<file path="src/rtl/kbd_cmd_scheduler.sv">
// kbd_cmd_scheduler
//   Decodes PS/2 make codes into game commands, queues them in a small
//   in-order FIFO and releases at most one command per TICK_DIV-cycle
//   window over a valid/ready handshake. Single clock domain (CLOCK_50).
//
// Ports
//   clk_i          system clock
//   reset_i        synchronous, active-high reset
//   key_code_i     scan code, qualified by make_pulse_i
//   make_pulse_i   one-cycle make-event strobe
//   flush_i        clears the queue and returns the issuer to IDLE
//   cmd_ready_i    consumer accepts cmd_code_o this cycle
//   cmd_valid_o    cmd_code_o is valid
//   cmd_code_o     1=L 2=R 3=U 4=D 5=PLACE 6=ROT 7=SEL1 8=SEL2 9=SEL3
//   fifo_count_o   queue occupancy, 0..DEPTH
//   overflow_o     sticky: a command was dropped on a full queue
//   drop_count_o   saturating count of dropped commands
module kbd_cmd_scheduler #(
  parameter int DEPTH    = 4,
  parameter int ADDR_W   = 2,
  parameter int TICK_DIV = 1_000_000
) (
  input  logic              clk_i,
  input  logic              reset_i,
  input  logic [7:0]        key_code_i,
  input  logic              make_pulse_i,
  input  logic              flush_i,
  input  logic              cmd_ready_i,
  output logic              cmd_valid_o,
  output logic [3:0]        cmd_code_o,
  output logic [ADDR_W:0]   fifo_count_o,
  output logic              overflow_o,
  output logic [7:0]        drop_count_o
);

  localparam int CNT_W = (TICK_DIV > 1) ? $clog2(TICK_DIV) : 1;

  typedef enum logic {IDLE, PRESENT} state_e;

  state_e              state_q, state_d;
  logic [CNT_W-1:0]    tick_cnt_q;
  logic [3:0]          mem_q [DEPTH];
  logic [ADDR_W-1:0]   wr_ptr_q, rd_ptr_q;
  logic [ADDR_W:0]     count_q;
  logic                overflow_q;
  logic [7:0]          drop_cnt_q;

  logic [3:0] dec_cmd;
  logic       tick, pop, push_req, push_ok, drop;

  // Scan-code decode; 0 means "not a command".
  always_comb begin
    dec_cmd = 4'd0;
    case (key_code_i)
      8'h6B, 8'h1C: dec_cmd = 4'd1;
      8'h74, 8'h23: dec_cmd = 4'd2;
      8'h75, 8'h1D: dec_cmd = 4'd3;
      8'h72, 8'h1B: dec_cmd = 4'd4;
      8'h29:        dec_cmd = 4'd5;
      8'h2D:        dec_cmd = 4'd6;
      8'h16:        dec_cmd = 4'd7;
      8'h1E:        dec_cmd = 4'd8;
      8'h26:        dec_cmd = 4'd9;
      default:      dec_cmd = 4'd0;
    endcase
  end

  assign tick     = (tick_cnt_q == CNT_W'(TICK_DIV - 1));
  assign pop      = (state_q == PRESENT) && cmd_ready_i && !flush_i;
  // Flush discards a same-cycle push without counting it as a drop.
  assign push_req = make_pulse_i && (dec_cmd != 4'd0) && !flush_i;
  // A full queue still accepts when the head leaves this cycle; the write
  // lands in the slot being vacated, which becomes the new tail.
  assign push_ok  = push_req && ((count_q < (ADDR_W+1)'(DEPTH)) || pop);
  assign drop     = push_req && !push_ok;

  // Free-running issue-window counter; flush leaves it alone.
  always_ff @(posedge clk_i) begin
    if (reset_i)   tick_cnt_q <= '0;
    else if (tick) tick_cnt_q <= '0;
    else           tick_cnt_q <= tick_cnt_q + 1'b1;
  end

  always_ff @(posedge clk_i) begin
    if (reset_i) begin
      wr_ptr_q <= '0;
      rd_ptr_q <= '0;
      count_q  <= '0;
      for (int i = 0; i < DEPTH; i++) mem_q[i] <= 4'd0;
    end else if (flush_i) begin
      wr_ptr_q <= '0;
      rd_ptr_q <= '0;
      count_q  <= '0;
    end else begin
      if (push_ok) begin
        mem_q[wr_ptr_q] <= dec_cmd;
        wr_ptr_q        <= wr_ptr_q + 1'b1;
      end
      if (pop) rd_ptr_q <= rd_ptr_q + 1'b1;
      case ({push_ok, pop})
        2'b10:   count_q <= count_q + 1'b1;
        2'b01:   count_q <= count_q - 1'b1;
        default: count_q <= count_q;
      endcase
    end
  end

  // Drop bookkeeping survives flush; only reset clears it.
  always_ff @(posedge clk_i) begin
    if (reset_i) begin
      overflow_q <= 1'b0;
      drop_cnt_q <= 8'd0;
    end else if (drop) begin
      overflow_q <= 1'b1;
      if (drop_cnt_q != 8'hFF) drop_cnt_q <= drop_cnt_q + 1'b1;
    end
  end

  always_ff @(posedge clk_i) begin
    if (reset_i) state_q <= IDLE;
    else         state_q <= state_d;
  end

  // Issue only on a tick seen in IDLE with something queued; ticks in
  // PRESENT are ignored, so each issue needs a fresh window.
  always_comb begin
    state_d = state_q;
    if (flush_i) begin
      state_d = IDLE;
    end else begin
      case (state_q)
        IDLE:    if (tick && (count_q != '0)) state_d = PRESENT;
        PRESENT: if (cmd_ready_i)             state_d = IDLE;
        default: state_d = IDLE;
      endcase
    end
  end

  // Outputs derive from registered state only, so the head is stable
  // for the whole PRESENT interval (pushes write the tail, never the head).
  assign cmd_valid_o  = (state_q == PRESENT);
  assign cmd_code_o   = cmd_valid_o ? mem_q[rd_ptr_q] : 4'd0;
  assign fifo_count_o = count_q;
  assign overflow_o   = overflow_q;
  assign drop_count_o = drop_cnt_q;

endmodule
</file>
<file path="config.mk">
export PLATFORM = sky130hd
export DESIGN_NAME = kbd_cmd_scheduler
export DESIGN_NICKNAME = d
export VERILOG_FILES = /design/src/rtl/kbd_cmd_scheduler.sv
export SDC_FILE = /design/constraint.sdc
export NUM_CORES = 1
export LEC_CHECK = 0
export ABC_AREA = 1
export BUFFER_PORTS_ARGS = -buffer_cell sky130_fd_sc_hd__buf_2
export CELL_PAD_IN_SITES_DETAIL_PLACEMENT = 1
export CELL_PAD_IN_SITES_GLOBAL_PLACEMENT = 2
export CORE_MARGIN = 2
export CORE_UTILIZATION = 36
export CTS_CLUSTER_SIZE = 12
export DETAILED_ROUTE_END_ITERATION = 7
export HOLD_SLACK_MARGIN = 0.08
export PLACE_DENSITY_LB_ADDON = 0.1
export SLEW_MARGIN = 15
export SYNTH_ARGS = -nofsm -noshare
export SYNTH_HDL_FRONTEND = slang
export SYNTH_SLANG_ARGS = --single-unit
</file>
<file path="constraint.sdc">
create_clock -name clk_i -period 4.5 [get_ports clk_i]
set_clock_uncertainty 0.2 [all_clocks]
set_input_delay 0.9 -clock clk_i [delete_from_list [all_inputs] [get_ports clk_i]]
set_output_delay 0.9 -clock clk_i [all_outputs]
set_load 0.05 [all_outputs]
</file>
Word-level counts from Yosys, hierarchy flattened:

Memories as Yosys holds them, arrays and structs flattened. A register that Yosys moved wholly into a read port is not among the register bits.
Index checks and enable logic that the tools add are counted.

* bits in registers: 37
* RAM bits: 16
* bits of input ports: 13
* output and inout port bits: 17
* word-level logic and storage cells: 71
* memories kept: 1

Memories
* mem_q: words 4, width 4, read ports 1, clocked after Yosys merged registers in 1, write ports 4, line 42 `logic [3:0] mem_q [DEPTH];`

* add/sub/neg operators: 6
* magnitude comparators: 1
* equal/unequal tests: 17
* muxes and demuxes: 17
* bitwise gates (word level): 1
* reduce and logical (&&, ||, !) cells: 21

Operators with widths (count)
* 8-bit by 5-bit equality test with 1-bit output (second input constant): 5
* 4-bit one-hot mux with 9 select lines: 1
* 8-bit by 6-bit equality test with 1-bit output (second input constant): 4
* 8-bit by 7-bit equality test with 1-bit output (second input constant): 4
* 20-bit by 1-bit adder with 20-bit output (second input constant): 1
* 20-bit equality test (second input constant): 1
* 2-bit OR reduction: 6
* 1-bit two-way mux: 9
* 8-bit by 1-bit adder with 8-bit output (second input constant): 1
* 4-bit two-way mux: 2
* 8-bit != test (second input constant): 1
* 1-bit logical AND: 7
* 2-bit two-way mux: 3
* 3-bit one-hot mux with 2 select lines: 1
* 2-bit by 1-bit adder with 2-bit output (second input constant): 2
* 4-bit nonzero test: 1
* 4-bit OR reduction: 1
* 3-bit by 1-bit adder with 3-bit output (second input constant): 1
* 3-bit < comparator (second input constant): 1
* 3-bit nonzero test: 1
* 3-bit by 1-bit subtractor with 3-bit output (second input constant): 1
* 2-bit by 1-bit equality test with 1-bit output (second input constant): 1
* 2-bit equality test (second input constant): 1
* 1-bit zero test: 2
* other kinds (5): 5

Logic depth before layout (Yosys ltp):

* depth after elaboration: 13
* gate-level depth with buffers: 17
* depth with buffers taken out: 17

Worst setup path after synthesis:

Ideal clock, no wire load.

* path kind: input -> register
* from: in cmd_ready_i
* to: reg count_q[2] (netlist: fifo_count_o[2])
* library setup time: 122 ps
* data arrival time: 2691 ps
* data required time: 4178 ps
* path slack: 1487 ps
* stages: 12
* path buffers: 0
* cells stage by stage: nand2_1 nor2_1 nor2_1 inv_1 nand3_4 ha_1 inv_1 fa_1 a21oi_1 o21ai_0 o21ai_0 a21oi_1

* longest elaborated chain between the ends: 6
* elaborated cells between the ends (all ways): 8
* classes of those cells: 2 x eq/ne; 1 x mux; 5 x reduce/logical

Ends and longest elaborated chain
* start, declared: line 28 `input logic cmd_ready_i,`
* 1-bit logical AND (*) (2 in series): line 69 `assign pop = (state_q == PRESENT) && cmd_ready_i && !flush_i;`
* via pop: line 49 `logic tick, pop, push_req, push_ok, drop;`
* 1-bit logical OR: line 74 `assign push_ok = push_req && ((count_q < (ADDR_W+1)'(DEPTH)) || pop);`
* 1-bit logical AND: line 74
* 2-bit by 1-bit equality test with 1-bit output / 2-bit equality test (equally long branches): line 100 `case ({push_ok, pop})`
* 3-bit one-hot mux with 2 select lines / 2-bit nonzero test (equally long branches)
* end signal, assigned: line 101 `2'b10: count_q <= count_q + 1'b1;`
* end signal, assigned: line 102 `2'b01: count_q <= count_q - 1'b1;`
* end signal, assigned: line 103 `default: count_q <= count_q;`
* end, declared: line 44 `logic [ADDR_W:0] count_q;`

Mark *: on every way through the listed nets, which the timed path passes. The rest lies on a longest branch.
A chain may end at the register's enable or synchronous reset.

Worst setup path in the final report:

* from: in key_code_i[6]
* to: reg count_q[2] (netlist: fifo_count_o[2])

* longest elaborated chain between the ends: 9
* elaborated cells between the ends (all ways): 26
* classes of those cells: 15 x eq/ne; 2 x mux; 9 x reduce/logical

Ends and longest elaborated chain
* start, declared: line 25 `input logic [7:0] key_code_i,`
* 8-bit by 7-bit equality test with 1-bit output, or another cell as far along: line 54 `case (key_code_i)`
* 2-bit OR reduction: line 54
* 4-bit one-hot mux with 9 select lines (*): line 54
* 4-bit nonzero test (*): line 71 `assign push_req = make_pulse_i && (dec_cmd != 4'd0) && !flush_i;`
* 1-bit logical AND (*) (2 in series): line 71
* 1-bit logical AND (*): line 74
* 2-bit by 1-bit equality test with 1-bit output / 2-bit equality test (equally long branches): line 100
* 3-bit one-hot mux with 2 select lines / 2-bit nonzero test (equally long branches)

Every way passes the cells marked *; elsewhere a longest branch is shown, timed or not.

==> impl_metrics.yaml <==
outcome:
  run_status: "finished, final reports clean"
hold_path:
  min_path_type: "flop to flop"
placement:
  detailed_place_hpwl_um: 5350
  total_placed_cells_including_tap_cells: 532
  numPortBuffers: 29
  globalplace.congestion: 0.754
  dpl_cell_area_um2: 3190
drt:
  remaining_drc_errors: 0
  route.detailed.vias_per_inst: 4.79
  number_of_violations_reported_at_the_end_of_detailed_routing_iteration_0: 37
  postRouteWirelength_um: 6700
  post_drt_wl_per_cell_um: 12.4
  number_of_detailed_route_iterations_in_the_first_pass: 4
  final_antenna_net_count: 0
  detailroute.via_count: 2589
grt:
  use_met3_pct: 2.73
  grt_util_all_layers_pct: 16.3
  wire_length_of_the_first_global_routing_pass_um: 11600
  number_of_global_route_vias_before_repair: 2564
  total_grt_overflow: 0
  maximum_number_of_pins_on_one_net_before_global_route_repair: 20
  grt_antenna_before_repair: 0
  grt-busiest-layer: "met2"
  groute.layer.met1.usage_pct: 22.3
  global_routing_met2_resource_utilization_pct: 26.7
yosys:
  yosysWarningCount: 0
  postSynthAreaPerCell_um2: 7.26
  netlist_top_cells_area: "dfxtp_1 27%, edfxtp_1 16%, nor2_1 10%"
  post_synth_num_cell_types: 33
  synth.most_common_cell: "nor2_1"
  synth_edf_count: 16
  postSynthCellCount: 403
  synth_top_area_cell: "dfxtp_1"
  synth-seq-area-share_pct: 43.1
  mappedNetlistArea_um2: 2930
  synth.ff_latch_count: 55
  yosys_most_used_dff: "dfxtp_1"
  synthesis.nets: 420
  synth_common_cells: "80 x nor2_1, 74 x nand2_1, 59 x inv_1, 39 x dfxtp_1, 28 x a21oi_1"
  synth.top_cell.area_share_pct: 26.7
  ys_async_rst_share_pct: 0
layout:
  fraction_of_final_layout_cells_with_drive_strength_greater_than_1_pct: 12.3
  num_antenna_cells: 0
  register_area_um2: 1260
  syn2layout_area_growth_pct: 11.9
  final_cell_count_no_fill: 540
  final_design_area_no_fill_um2: 3280
  fill_cells: 1028
  finish.net_count: 454
  multiInputGateArea_um2: 1420
timing:
  timing.fmax_mhz: 334
  setup-violations-final: 0
  final.period_utilization_pct: 66.4
  finalMaxSlewViolations: 0
  timing.final.hold_violations: 0
  hold-worst-slack_ps: 259
  finalCriticalPeriod_ps: 2990
  grt_setup_unrepaired: "false"
  worst-slew-pin-transition_ps: 683
  fin_setup_tns_ps: 0
  worst_slew_slack_as_a_fraction_of_its_limit_pct: 54.1
die:
  die-width_um: 94.2
  num_rows: 32
  initial_cell_density_of_the_core_pct: 37.5
  die-height_um: 94.2
  coreArea_um2: 7810
  dieArea_um2: 8870
  pin_count: 30
setup_path:
  endpoint_type_of_the_worst_setup_path: "flop"
  critical_path_required_ps: 4500
  critical-path-slowest-cell: "fa_1"
  critical_path.cell_chain: "buf_2 -> inv_1 -> nand2_1 -> nor2_1 -> nand2_1 -> nand3_1 -> nor3_1 -> nand2_2 -> nand3_4 -> ha_1 -> inv_1 -> fa_1 -> a21oi_1 -> o21ai_0 -> o21ai_0 -> a21oi_1"
  crit_path_start_kind: "input port"
  worst-endpoint-arrival_ps: 2990
  timing.setup.critical_path_class: "input port to flop"
  timing.critical_path.fanout_max: 6
  worst_path_largest_cell_delay_ps: 380
cts:
  tritoncts_clock_tree: "done"
  ctsLongestPathBuffers: 2
  post_cts_hold_buffer_count: 0
  cts_repair_resizes: 0
  h_tree_depth: 2
  tritoncts.num_buffers: 5
  root_buffer: "clkbuf_8"
  clk_latency_ps: 300
  clock_sink_count: 55
  clk_pin_slew_worst_paths_ps: 100
  cts.repair_timing.setup_buffer_count: 0
power_and_ir_drop:
  power.total_w: 0.000829
  p_per_area_nw_per_um2: 253
  worst_ir_drop_vdd_uv: 127
  static-leakage-power_nw: 1.34
flow_run:
  cap_violations: 0
where the power goes:
group | internal, W | switching, W
combinational | 0.0000137 | 0.0000324
clock | 0.000106 | 0.000158
sequential | 0.000515 | 0.00000307
total | 0.000635 | 0.000193
worst paths after layout:
kind / cells past startpoint / end / start / slack, ps
min reg2reg: 1 / tick_cnt_q[0] / tick_cnt_q[0] / 260
max reg2reg: 13 / fifo_count_o[2] / cmd_valid_o / 2040
min: 1 / tick_cnt_q[0] / tick_cnt_q[0] / 260
max: 16 / fifo_count_o[2] / key_code_i[6] / 1510
critical path: cells and delay by family:
family,cells,cell delay [ps]
compound gates,4,490
fa+ha+maj,2,540
buf+inv,3,220
simple gates,7,840
metrics by stage:
stage / setup slack, ps / utilization (%)
4_1_cts: 1530 / 42.0
3_3_place_gp: 1240 / 40.9
2_1_floorplan: 1490 / -
5_1_grt: 1200 / 42.0
6_report: 1510 / 42.0
3_5_place_dp: 1190 / 40.9
state kept, by name, indices dropped and copies added, names as in the netlist, named ones only:
register,cells
cmd_valid_o,1
fifo_count_o,3
drop_count_o,8
tick_cnt_q,20
mem_q,16
wr_ptr_q,2
rd_ptr_q,2
overflow_o,1
layer usage:
| layer | wire length [µm] | up-vias |
|---|---|---|
| li1 | - | 1368 |
| met1 | 3480 | 1195 |
| met2 | 3010 | 22 |
| met3 | 152 | 4 |
| met4 | 58 | 0 |
| met5 | 0 | - |
logic make-up (layout without fill, tap and decap cells):
family	after synthesis	in the layout	synth area share [%]
simple gates	222	222	35.1
flops	55	55	43.1
xor+xnor	10	10	2.99
fa+ha+maj	4	4	1.97
buf+inv	64	99	8.34
compound gates	48	48	8.55
area by class of cell:
cell class	instances	area share, %
timing repair buffer	30	4.66
multi-input combinational	284	43.4
inverter	61	6.99
tap	102	3.90
clock inverter	3	0.458
sequential	55	38.5
clock buffer	5	2.10
cell usage in the layout, fill, tap and decap left out, types with 2 or more instances in the layout:
master / n
nand2_2: 2
buf_2: 29
nand3_1: 18
xnor2_1: 5
a21oi_1: 28
xor2_1: 5
a31oi_1: 2
nand2_1: 74
nor2_1: 80
inv_1: 59
nor3_2: 2
nor3_1: 13
nand4_1: 12
clkbuf_8: 5
ha_1: 3
or2_2: 2
nor4_1: 2
nor3b_1: 5
o31ai_1: 2
nor2_2: 4
nand3_2: 3
dfxtp_1: 39
clkinv_1: 3
edfxtp_1: 16
o21ai_0: 15
(Power assumes the default switching activity.)
